[config.mk]
export PLATFORM = sky130hd
export DESIGN_NAME = hps_uart_rx
export DESIGN_NICKNAME = d
export VERILOG_FILES = /design/src/rtl/hps_uart_rx.sv
export SDC_FILE = /design/constraint.sdc
export NUM_CORES = 1
export LEC_CHECK = 0
export ABC_AREA = 1
export ABC_CLOCK_PERIOD_IN_PS = 4100
export BUFFER_PORTS_ARGS = -buffer_cell sky130_fd_sc_hd__buf_2
export CORE_AREA = 8 8 78 80
export DETAILED_ROUTE_END_ITERATION = 10
export DIE_AREA = 0 0 86 88
export MAX_ROUTING_LAYER = met4
export PLACE_DENSITY = 0.63
export SYNTH_ARGS = -nofsm -noshare
export SYNTH_HDL_FRONTEND = slang
export SYNTH_SLANG_ARGS = --single-unit
[constraint.sdc]
create_clock -name clk_clk -period 4.1 [get_ports clk_clk]
set_clock_uncertainty 0.1 [all_clocks]
set_input_delay 0 -clock clk_clk [delete_from_list [all_inputs] [get_ports clk_clk]]
set_output_delay 0 -clock clk_clk [all_outputs]
set_load 0.1 [all_outputs]
[src/rtl/hps_uart_rx.sv]
// Fabric-side UART receiver for the HPS console line: 8 data bits LSB first, optional parity,
// one stop bit, delivered through a one-entry valid/ready holding register.
module hps_uart_rx #(
  parameter int CLKS_PER_BIT = 434,
  parameter int PARITY       = 0
) (
  input  logic       clk_clk,
  input  logic       reset_reset_n,
  input  logic       rx_i,
  output logic [7:0] rx_data,
  output logic       rx_valid,
  input  logic       rx_ready,
  output logic       frame_err,
  output logic       parity_err,
  output logic       overrun,
  input  logic       overrun_clr,
  output logic [2:0] dbg_state_o
);

  localparam int CW = $clog2(CLKS_PER_BIT);
  localparam logic [CW-1:0] HALF_M1 = CW'(CLKS_PER_BIT / 2 - 1);
  localparam logic [CW-1:0] FULL_M1 = CW'(CLKS_PER_BIT - 1);

  typedef enum logic [2:0] {
    S_IDLE  = 3'd0,
    S_START = 3'd1,
    S_DATA  = 3'd2,
    S_PAR   = 3'd3,
    S_STOP  = 3'd4,
    S_BRK   = 3'd5
  } state_e;

  state_e        state_q, state_d;
  logic          meta_q, rs_q;
  logic [CW-1:0] cnt_q, cnt_d;
  logic [2:0]    idx_q, idx_d;
  logic [7:0]    shreg_q, shreg_d;
  logic          par_ok_q, par_ok_d;
  logic [7:0]    data_q, data_d;
  logic          valid_q, valid_d;
  logic          fe_q, fe_d;
  logic          pe_q, pe_d;
  logic          ovr_q, ovr_d;
  logic          tick;
  logic          deliver;

  assign tick = (cnt_q == '0);

  // Handshake: a byte transfers in any cycle where rx_valid & rx_ready; rx_data is held
  // stable while rx_valid is high and the consumer has not accepted it.
  always_comb begin
    state_d  = state_q;
    cnt_d    = cnt_q;
    idx_d    = idx_q;
    shreg_d  = shreg_q;
    par_ok_d = par_ok_q;
    fe_d     = 1'b0;
    pe_d     = 1'b0;
    deliver  = 1'b0;
    case (state_q)
      S_IDLE: begin
        if (!rs_q) begin
          state_d  = S_START;
          cnt_d    = HALF_M1;
          par_ok_d = 1'b1;
        end
      end
      S_START: begin
        if (tick) begin
          if (!rs_q) begin
            state_d = S_DATA;
            cnt_d   = FULL_M1;
            idx_d   = 3'd0;
          end else begin
            state_d = S_IDLE;
          end
        end else begin
          cnt_d = cnt_q - CW'(1);
        end
      end
      S_DATA: begin
        if (tick) begin
          shreg_d[idx_q] = rs_q;
          cnt_d          = FULL_M1;
          idx_d          = idx_q + 3'd1;
          if (idx_q == 3'd7) state_d = (PARITY != 0) ? S_PAR : S_STOP;
        end else begin
          cnt_d = cnt_q - CW'(1);
        end
      end
      S_PAR: begin
        if (tick) begin
          // Odd parity wants the XOR over data and parity bit to be 1, even wants 0.
          par_ok_d = (((^shreg_q) ^ rs_q) == (PARITY == 1));
          cnt_d    = FULL_M1;
          state_d  = S_STOP;
        end else begin
          cnt_d = cnt_q - CW'(1);
        end
      end
      S_STOP: begin
        if (tick) begin
          if (!rs_q) begin
            fe_d    = 1'b1;
            state_d = S_BRK;
          end else if (!par_ok_q) begin
            pe_d    = 1'b1;
            state_d = S_IDLE;
          end else begin
            deliver = 1'b1;
            state_d = S_IDLE;
          end
        end else begin
          cnt_d = cnt_q - CW'(1);
        end
      end
      S_BRK: begin
        if (rs_q) state_d = S_IDLE;
      end
      default: state_d = S_IDLE;
    endcase
  end

  always_comb begin
    valid_d = valid_q;
    data_d  = data_q;
    ovr_d   = ovr_q;
    if (valid_q && rx_ready) valid_d = 1'b0;
    if (deliver) begin
      if (!valid_q || rx_ready) begin
        valid_d = 1'b1;
        data_d  = shreg_q;
      end else begin
        ovr_d = 1'b1;
      end
    end
    if (overrun_clr) ovr_d = 1'b0;
  end

  always_ff @(posedge clk_clk or negedge reset_reset_n) begin
    if (!reset_reset_n) begin
      meta_q   <= 1'b1;
      rs_q     <= 1'b1;
      state_q  <= S_IDLE;
      cnt_q    <= '0;
      idx_q    <= 3'd0;
      shreg_q  <= 8'h00;
      par_ok_q <= 1'b1;
      data_q   <= 8'h00;
      valid_q  <= 1'b0;
      fe_q     <= 1'b0;
      pe_q     <= 1'b0;
      ovr_q    <= 1'b0;
    end else begin
      meta_q   <= rx_i;
      rs_q     <= meta_q;
      state_q  <= state_d;
      cnt_q    <= cnt_d;
      idx_q    <= idx_d;
      shreg_q  <= shreg_d;
      par_ok_q <= par_ok_d;
      data_q   <= data_d;
      valid_q  <= valid_d;
      fe_q     <= fe_d;
      pe_q     <= pe_d;
      ovr_q    <= ovr_d;
    end
  end

  assign rx_data     = data_q;
  assign rx_valid    = valid_q;
  assign frame_err   = fe_q;
  assign parity_err  = pe_q;
  assign overrun     = ovr_q;
  assign dbg_state_o = state_q;

endmodule

Word-level counts from Yosys, hierarchy flattened
Cells that the tools add are included.
W data, S select, Z words.
{"block": "classes", "addsub": 2, "magnitude_cmp": 2, "eq_ne": 17, "mux": 43, "bitwise_logic": 2, "n_reduce_logical": 19}
{"op": "$mux W9", "count": 5}
{"op": "$pmux W9 S4", "count": 1}
{"op": "$mux W3", "count": 11}
{"op": "$mux W1", "count": 20}
{"op": "$ne A2 B2 Y1 const B", "count": 10}
{"op": "$pmux W3 S6", "count": 1}
{"op": "$eq A3 B3 Y1 const B", "count": 3}
{"op": "$logic_not A9 Y1", "count": 1}
{"op": "$sub A9 B1 Y9 const B", "count": 1}
{"op": "$bwmux W8", "count": 1}
{"op": "$reduce_and A4 Y1", "count": 2}
{"op": "$reduce_xor A8 Y1", "count": 1}
{"op": "$reduce_and A7 Y1", "count": 1}
{"op": "$eq A3 B2 Y1 const B", "count": 2}
{"op": "$pmux W3 S2", "count": 1}
{"op": "$reduce_and A2 Y1", "count": 3}
{"op": "$reduce_bool A2 Y1", "count": 3}
{"op": "$lt A3 B4 Y1 const B", "count": 1}
{"op": "$reduce_bool A4 Y1", "count": 1}
{"op": "$add A3 B1 Y3 const B", "count": 1}
{"op": "$demux W1 S3", "count": 1}
{"op": "$eq A3 B1 Y1 const B", "count": 1}
{"op": "$ge A3 B1 Y1 const B", "count": 1}
{"op": "$logic_not A3 Y1", "count": 1}
{"op": "other kinds (10)", "count": 11}
{"block": "totals", "ff_bits": 38, "inputBits": 5}

Longest topological paths before layout
Gate-level depths: netlist of the first run.
{"block": "depth", "word_depth": 6, "mapped_depth": 11, "depth_no_buf": 11}

Worst setup path before layout of the first run
OpenSTA, ideal clock, no wires.
{"block": "synth_path", "path_kind": "register to register", "start": "register state_q[1], in the netlist dbg_state_o[1]", "end": "register shreg_q[5]", "arrival_time_ns": 1.958, "t_required_ns": 3.868, "setup_slack_ns": 1.910, "stages_incl_launch_ff": 9, "path_buffers": 1, "period_less_slack_ns": 2.190, "path_cell_list": "dfrtp_1 > inv_1 > nor2_2 > nand2_1 > nor2_2 > buf_4 > nand3_1 > nand2_1 > o21ai_1"}
{"block": "synth_via", "elab_chain_cells": 2}
{"element": "start: declaration", "line_no": "33", "text": "state_e state_q, state_d;"}
{"element": "start signal: assignment", "line_no": "157", "text": "state_q <= state_d;"}
{"element": "$eq A3 B2 Y1", "line_no": "60", "text": "case (state_q)"}
{"element": "$reduce_and A2 Y1 (no source line)"}
{"element": "end signal: assignment", "line_no": "160", "text": "shreg_q <= shreg_d;"}
{"element": "end: declaration", "line_no": "37", "text": "logic [7:0] shreg_q, shreg_d;"}
Every way passes these cells.
A chain may end at the register's enable or synchronous reset.

Worst setup path in the final report of the first run
{"block": "layout_path", "start": "register cnt_q[0]", "end": "register ovr_q, in the netlist overrun"}
{"block": "layout_via", "elab_chain_cells": 5}
{"element": "start: declaration", "line_no": "35", "text": "logic [CW-1:0] cnt_q, cnt_d;"}
{"element": "start signal: assignment", "line_no": "158", "text": "cnt_q <= cnt_d;"}
{"element": "$logic_not A9 Y1", "line_no": "47", "text": "assign tick = (cnt_q == '0);"}
{"element": "$mux W1", "line_no": "102", "text": "if (tick) begin"}
{"element": "$mux W1", "line_no": "60"}
{"element": "$reduce_bool A2 Y1 (no source line)"}
{"element": "$reduce_and A2 Y1 (no source line)"}
{"element": "end signal: assignment", "line_no": "166", "text": "ovr_q <= ovr_d;"}
{"element": "end: declaration", "line_no": "43", "text": "logic ovr_q, ovr_d;"}
Every way passes these cells.

==> results of run 1 <==
==> repair_timing <==
item,CTS,global route
hold buffers,5,0
setup endpoints to repair,0,0
hold endpoints to repair,38,0
==> critical path: cells and delay by family, from the launching register on <==
family | cells | cell delay, ns
adder cells (fa/ha/maj) | 1 | 0.19
buffers and inverters | 3 | 0.78
AND/OR/NAND/NOR | 4 | 0.52
AO/OA/AOI/OAI | 1 | 0.08
flip-flops | 1 | 0.38
==> kinds of logic after synthesis <==
family,after synthesis
AO/OA/AOI/OAI,41
XOR/XNOR,5
adder cells (fa/ha/maj),3
buffers and inverters,38
flip-flops,38
AND/OR/NAND/NOR,142
==> registers in the layout, summed over array words and instances (netlist names) <==
name and count:
frame_err 1, rx_valid 1, cnt_q 9, par_ok_q 1, meta_q 1, dbg_state_o 3
overrun 1, idx_q 3, parity_err 1, shreg_q 8, rx_data 8, rs_q 1
==> power by group through the flow <==
stage	Clock [mW]	Combinational (mW)	Sequential (mW)
floorplan	0	0.00398	0.385
global placement	0	0.0141	0.385
detailed placement	0	0.0142	0.385
CTS	0.272	0.0172	0.378
global route	0.289	0.0193	0.378
finish	0.262	0.0164	0.378
==> worst max-delay path by stage <==
stage	cells after the start	to	slack, ns	from
3_5_place_dp	9	shreg_q[2]$_DFFE_PN0P_	2.16	cnt_q[0]$_DFFE_PN0P_
5_1_grt	9	overrun$_DFFE_PN0P_	1.80	cnt_q[0]$_DFFE_PN0P_
6_report	9	overrun$_DFFE_PN0P_	1.98	cnt_q[0]$_DFFE_PN0P_
2_1_floorplan	8	shreg_q[5]$_DFFE_PN0P_	1.91	dbg_state_o[1]$_DFFE_PN0P_
3_3_place_gp	9	shreg_q[2]$_DFFE_PN0P_	2.20	cnt_q[0]$_DFFE_PN0P_
4_1_cts	9	overrun$_DFFE_PN0P_	1.98	cnt_q[0]$_DFFE_PN0P_
==> Yosys cell counts, types with 3 or more instances <==
library cell / instances / area (um2)
sky130_fd_sc_hd__nand2_1: 77 / 289
sky130_fd_sc_hd__dfrtp_1: 35 / 876
sky130_fd_sc_hd__inv_1: 31 / 116
sky130_fd_sc_hd__nand3_1: 26 / 130
sky130_fd_sc_hd__nor2_1: 22 / 82.6
sky130_fd_sc_hd__o21ai_0: 16 / 80.1
sky130_fd_sc_hd__o21ai_2: 10 / 87.6
sky130_fd_sc_hd__o21ai_1: 8 / 40.0
sky130_fd_sc_hd__a21oi_1: 6 / 30.0
sky130_fd_sc_hd__dfstp_2: 3 / 78.8
sky130_fd_sc_hd__ha_1: 3 / 37.5
sky130_fd_sc_hd__inv_2: 3 / 11.3
sky130_fd_sc_hd__nand3_2: 3 / 30.0
sky130_fd_sc_hd__nor2_2: 3 / 18.8
sky130_fd_sc_hd__xor2_1: 3 / 26.3
==> cell type report <==
| cell class | count | area, um2 | share of cell area [%] |
|---|---|---|---|
| tap | 70 | 87.6 | 3.64 |
| inverter | 35 | 133 | 5.52 |
| timing repair buffer | 24 | 145 | 6.04 |
| clock inverter | 1 | 5.00 | 0.208 |
| clock buffer | 7 | 86.3 | 3.59 |
| sequential | 38 | 955 | 39.7 |
| multi-input combinational | 191 | 992 | 41.3 |
==> routing by layer <==
metal	vias up	track usage, %	wire, um
met2	34	17.2	1590
met3	6	3.19	192
met5	-	-	0
li1	909	-	-
met4	0	5.25	71
met1	740	15.2	2150
==> metrics list, run 1 <==
- In this run the tool buffered the top-level ports with 19 buffer cells.
* Final Hold Vio Count: 0
* Clock latency on the worst-skew pair: 0.28 ns
* Top library cells by usage in the layout, fill and taps aside: sky130_fd_sc_hd__nand2_1 (77), sky130_fd_sc_hd__dfrtp_1 (35), sky130_fd_sc_hd__inv_1 (31)
- Max incr delay on CP: 0.54 ns
- Fraction of the mapped netlist area in adder cells: 1.79%
* Static Leakage: 1.25 nW
- In this run, placement finished with an instance count of 353.
* Final Net Count: 303
* Gate power share: 2.5%
- Total of fill cells in the finished design: 470
- Number of H-tree levels: 2
- The worst setup path is captured at a flop.
- After detailed routing, the average wire length per cell comes to 10.9 um.
- Maximum clock insertion buffer count: 2
- The die covers 0.00757 mm2.
- VDD sags by at most 0.0971 mV.
- For this design the top-level I/O count stands at 20.
- Basic-gate share of the synthesized area counting and, or, nand and nor cells: 31.7%
- In the routed design, unresolved DRC markers number 0.
* Core area: 0.00491 mm2
* Starting DRT DRC Count: 134
* Post-Place Worst Slack: 2.16 ns
- Sequential share of the synthesized area: 45.4%
- The floorplan step set the die height to 88 um.
* PostCTS Resize Cnt: 0
* Total wire length after detailed routing: 4.00 mm
- Once detail routing completed, the nets flagged for antenna violations numbered 0.
- The final count of pins violating max slew came to 0.
- Per report_power, the sequential group accounts for 57.6% of the total.
- Setup bufs post-CTS: 0
* Antenna violations before repair: 0
- The congestion estimate from routability-driven global placement came to 0.866.
- In this run, synthesis inferred 0 flip-flops with an integrated enable.
* Critical-path maximum fanout: 5
- Slew Limit Headroom: 44.4%
- Signal arrival time at the worst endpoint: 2.25 ns
* Post-synthesis cell area: 0.00210 mm2
- Transition at the pin with the smallest max-transition slack: 0.834 ns
* Synthesized Nets: 275
* # diodes: 0
* Worst endpoint required time: 4.23 ns
- Area Overhead vs Synth: 14.3%
- Switching pwr: 0.139 mW
- Number of detailed-route iterations in the first pass: 4
- Clock tree synthesis inserted a total of 5 buffers.
* Wire length of the first global-routing pass: 7.00 mm
- Summed over all layers, the global routing overflow is 0.
- In this run the critical register-to-register path is captured at overrun$_DFFE_PN0P_.
* Synth async-reset ratio: 100%
- Result of the run: finished clean
* Routed via count: 1,689
- Overall power consumption after layout is estimated at 0.656 mW.
* Crit-path cells: inv_1 -> ha_1 -> nand2_1 -> nor2_4 -> nand3_2 -> inv_2 -> a31oi_1 -> nor2_1 -> dlygate4sd3_1
- Register-to-register setup slack: 1.98 ns
* Fraction of synthesized area in multiplexers: 0%
- STA classifies the critical path startpoint as a flop.
* Count of max-cap constraint violations: 0
* Overall Global Routing Usage: 11.9%
- Commonest non-fill, non-tap cell in the layout: sky130_fd_sc_hd__nand2_1
* Switching share of power: 21.2%
- Setup slack on the critical path of the routed design comes to 1.98 ns.
- Share of post-route cells with drive strength above 1: 19.3%
- The final critical path takes up 51.7% of the cycle.
- The synthesized netlist devotes 11.6% of its cell area to compound gates.
* Most used flip-flop cell after synthesis: sky130_fd_sc_hd__dfrtp_1
* Die width: 86 um
- XOR/XNOR Fraction of Synth Area: 2.08%
- Of the total power, the clock network draws 40.0%.
* RR Startpoint: cnt_q[0]$_DFFE_PN0P_
- The cell count after synthesis came out at 267.
- Number of vias per cell: 4.61
- The count of cells in the finished layout, fillers not included, comes to 366.
* Placed standard-cell area: 0.00226 mm2
* Maximum number of pins on one net before global-route repair: 39
- Clock transition time at the flip-flop clock pins of the worst setup and hold paths: 0.07 ns
* Kind of path behind the tightest hold check: input port to async pin
- For the worst flop-to-flop path, the logic depth is 9.
- Internal power comes to 0.517 mW.
- Setup repair after global routing left no endpoint under its margin.
- After legalization and detailed placement, the total HPWL measured 2.88 mm.
* Root buffer selected by CTS: sky130_fd_sc_hd__clkbuf_8
* Unique cell type count in the Yosys netlist: 29
- Setup TNS: 0 ns
* Post-Synthesis Mean Instance Area: 7.87 um2
* Design area: 0.00240 mm2
* Final hold slack: 0.248 ns
- Yosys printed 0 warnings.
- Clock tree synthesis found a total of 38 sinks.
* Post-layout minimum cycle time: 2.12 ns
- Slowest stage cell, crit path: sky130_fd_sc_hd__dlygate4sd3_1
* Total power divided by cell area: 273 mW/mm2
- The via count of the first global-routing pass came to 1,565.
* Main combinational cell family by area after synthesis: simple AND/OR/NAND/NOR gates
- CTS tree: yes
- #FFs+latches synth: 38
- Final setup violation count: 0
- The critical path is of the flop to flop type.
* Initial Util: 42.8%
* Highest clock frequency the design can meet: 471 MHz
* # rows: 26
* End-of-flow core utilization: 48.9%
(Power assumes the default switching activity.)
==> run 2, diff against run 1 <==
ABC_CLOCK_PERIOD_IN_PS = 1800   (was 4100)
PLACE_DENSITY = 0.65   (was 0.63)
clock period = 1.8 ns   (was 4.1 ns; I/O delays follow)
==> run 2 against run 1 <==
Fmax is 23% higher; hold slack worse by 0.062 ns; via count rose by 7.8%; highest routed layer unchanged.
==> metrics list, run 2 (synthesis results as in run 1) <==
- The flow ran to the end, and the final reports show no timing, DRC or antenna violations.
- Number of vias per cell: 4.63
- Routability-driven placement finished with a final weighted congestion of 0.848.
* Final Hold Vio Count: 0
- The endpoint identified for the worst register-to-register timing path is rx_data[2]$_DFFE_PN0P_.
- After legalization and detailed placement, the total HPWL measured 3.10 mm.
- In this design, the critical path's most frequently occurring cell is sky130_fd_sc_hd__nand2_4.
* RR Startpoint: cnt_q[0]$_DFFE_PN0P_
* Largest reg by FF count: cnt_q
- In this run, flip-flops and latches consume 48.6% of the power.
- For this design the static power due to leakage is 1.41 nW.
* Pint: 1.43 mW
* Area enclosed by the die boundary: 0.00757 mm2
- Highest clock frequency the design can meet: 580 MHz
- Critical-path maximum fanout: 8
- Combinational cells account for 2.3% of the total power.
- Final instance count without filler cells: 393
- Routed via count: 1,821
- Summing all non-filler instances in the final layout gives an area of 0.00274 mm2.
- Total power divided by cell area: 645 mW/mm2
* Die span in y: 88 um
- Input and output buffers added on the ports amount to 19.
- Worst Reg2Reg Path Length in Cells: 10
- After global routing the overflow that remains totals 0.
- The net count of the finished layout is 330.
- Entering global routing, the biggest net connects 39 pins.
- Global routing consumed, over all layers together, 12.9% of the routing resources.
- Kind of path behind the tightest hold check: input port to async pin
- The final count of pins violating max slew was 0.
- Wire length of the first global-routing pass: 7.73 mm
- Total DRC errors in the routed layout: 0
* Type of origin of the critical path: flop
- Root buffer selected by CTS: sky130_fd_sc_hd__clkbuf_8
- Measured along the x axis, the die boundary spans 86 um.
- In this run the remaining antenna-violating nets after routing total 0.
* Total wire length after detailed routing: 4.43 mm
- CTS built an H-tree with a depth of 2.
- For this design, the slowest cell found on the critical path is sky130_fd_sc_hd__dfrtp_1.
- Clock transition time at the flip-flop clock pins of the worst setup and hold paths: 0.08 ns
- The layout has 443 filler cells.
- Cell family with most CP delay: simple AND/OR/NAND/NOR gates
- Number of top-level design ports: 20
* Core area: 0.00491 mm2
- Post-layout minimum cycle time: 1.73 ns
* Worst setup path endpoint: rx_data[2]$_DFFE_PN0P_
* Transition at the pin with the smallest max-transition slack: 0.484 ns
- The critical path crosses 10 cells after its start point.
- In the final routed layout, each cell accounts on average for 11.3 um.
- Antenna violations before repair: 0
- Max FFs per register: 9
- Class of the most critical setup path: flop to flop
- The number of buffers and inverters on the critical path is 3.
* Starting DRT DRC Count: 102
- The final critical path takes up 95.9% of the cycle.
* Slew Limit Headroom: 67.8%
* Vias in the first global route: 1,699
- From synthesis to final layout, the design area changed by 30.5%.
- Walking the worst path, the cells encountered are inv_2 -> ha_4 -> nand2_4 -> nor2_4 -> nand2_4 -> inv_4 -> nand4_4 -> buf_12 -> nand2_1 -> o21ai_2.
* Share of post-route cells with drive strength above 1: 30.3%
* Final hold slack: 0.186 ns
- The first detailed-routing pass took 4 iterations.
* CTS tree: yes
* Maximum clock insertion buffer count: 2
- The floorplan has 26 rows.
* Placed standard-cell area: 0.00240 mm2
* Peak supply drop: 0.463 mV
- The library cell used most frequently in the layout, excluding fill and tap cells, is sky130_fd_sc_hd__nand2_1.
- Critical Path Sink Type: flop
- # diodes: 0
* Top library cells by usage in the layout, fill and taps aside: sky130_fd_sc_hd__nand2_1 (76), sky130_fd_sc_hd__dfrtp_1 (32), sky130_fd_sc_hd__inv_1 (29)
* Register-to-register setup slack: 0.07 ns
* Worst endpoint required time: 1.89 ns
- TritonCTS Sinks: 38
- Clock latency on the worst-skew pair: 0.29 ns
- The tool flagged a number of max-cap violations equal to 0.
- Switching share of power: 19.5%
* Signal arrival time at the worst endpoint: 1.81 ns
- Setup violations remaining at the end of the flow were counted as 0.
- The initial utilization of the core area, before any placement, comes to 42.8%.
- Number of buffers created by CTS: 5
* Max incr delay on CP: 0.39 ns
- Clock group share of total power: 49.1%
- Post-placement cell count: 370
- Switching pwr: 0.345 mW
- Critical Path Start: cnt_q[0]$_DFFE_PN0P_
- Summing internal, switching and leakage power gives 1.77 mW.
* End-of-flow core utilization: 55.9%
[run 2: layer usage]
| metal | wire length [um] | vias up | share of wire (%) | global-route usage, % |
|---|---|---|---|---|
| li1 | - | 964 | - | - |
| met1 | 2300 | 821 | 52 | 17.3 |
| met2 | 1880 | 31 | 42 | 18.2 |
| met3 | 176 | 5 | 4.0 | 2.63 |
| met4 | 68 | 0 | 1.5 | 5.73 |
| met5 | 0 | - | 0 | - |
[run 2: power groups by stage]
| stage | Clock (mW) | Sequential (mW) | Combinational, mW |
|---|---|---|---|
| after global placement | 0 | 0.877 | 0.0356 |
| after detailed placement | 0 | 0.877 | 0.0357 |
| after global routing | 0.921 | 0.860 | 0.0489 |
| after floorplan | 0 | 0.876 | 0.00906 |
| after CTS | 0.895 | 0.860 | 0.0424 |
| final | 0.870 | 0.860 | 0.0413 |
[run 2: worst min path at each step]
stage	end	cells past startpoint	slack (ns)
finish	shreg_q[6]$_DFFE_PN0P_	3	0.19
global route	shreg_q[3]$_DFFE_PN0P_	3	0.25
CTS	shreg_q[6]$_DFFE_PN0P_	3	0.20
detailed placement	dbg_state_o[1]$_DFFE_PN0P_	2	-0.02
global placement	dbg_state_o[1]$_DFFE_PN0P_	2	-0.02
floorplan	cnt_q[0]$_DFFE_PN0P_	0	-0.40
[run 2: final cells by class]
cell class	instances	area, um2	area share (%)
Clock buffer	5	68.8	2.51
Clock inverter	3	68.8	2.51
Inverter	35	136	4.97
Multi-Input combinational cell	193	1060	38.5
Sequential cell	38	961	35.0
Tap cell	70	87.6	3.19
Timing Repair Buffer	49	364	13.3
[run 2: per-stage QoR]
stage | setup slack [ns] | TNS [ns]
2_1_floorplan | 0.00964 | 0
5_1_grt | -0.0163 | -0.0474
4_1_cts | 0.0179 | 0
6_report | 0.0746 | 0
3_3_place_gp | -0.00746 | -0.0261
3_5_place_dp | -0.0898 | -1.15
[run 2: worst register-to-register path: stages (launching register included)]
cell and delay [ns]:
sky130_fd_sc_hd__dfrtp_1 0.39, sky130_fd_sc_hd__inv_2 0.08, sky130_fd_sc_hd__ha_4 0.15, sky130_fd_sc_hd__nand2_4 0.07
sky130_fd_sc_hd__nor2_4 0.21, sky130_fd_sc_hd__nand2_4 0.13, sky130_fd_sc_hd__inv_4 0.11, sky130_fd_sc_hd__nand4_4 0.11
sky130_fd_sc_hd__buf_12 0.16, sky130_fd_sc_hd__nand2_1 0.07, sky130_fd_sc_hd__o21ai_2 0.05
[run 2: timing repair]
action	in CTS	in global routing
hold buffers	4	0
setup endpoints to repair	20	31
gates resized for setup	3	15
pin swaps	1	6
gates cloned	0	3
endpoints found under the hold margin	38	0
buffers inserted	1	7
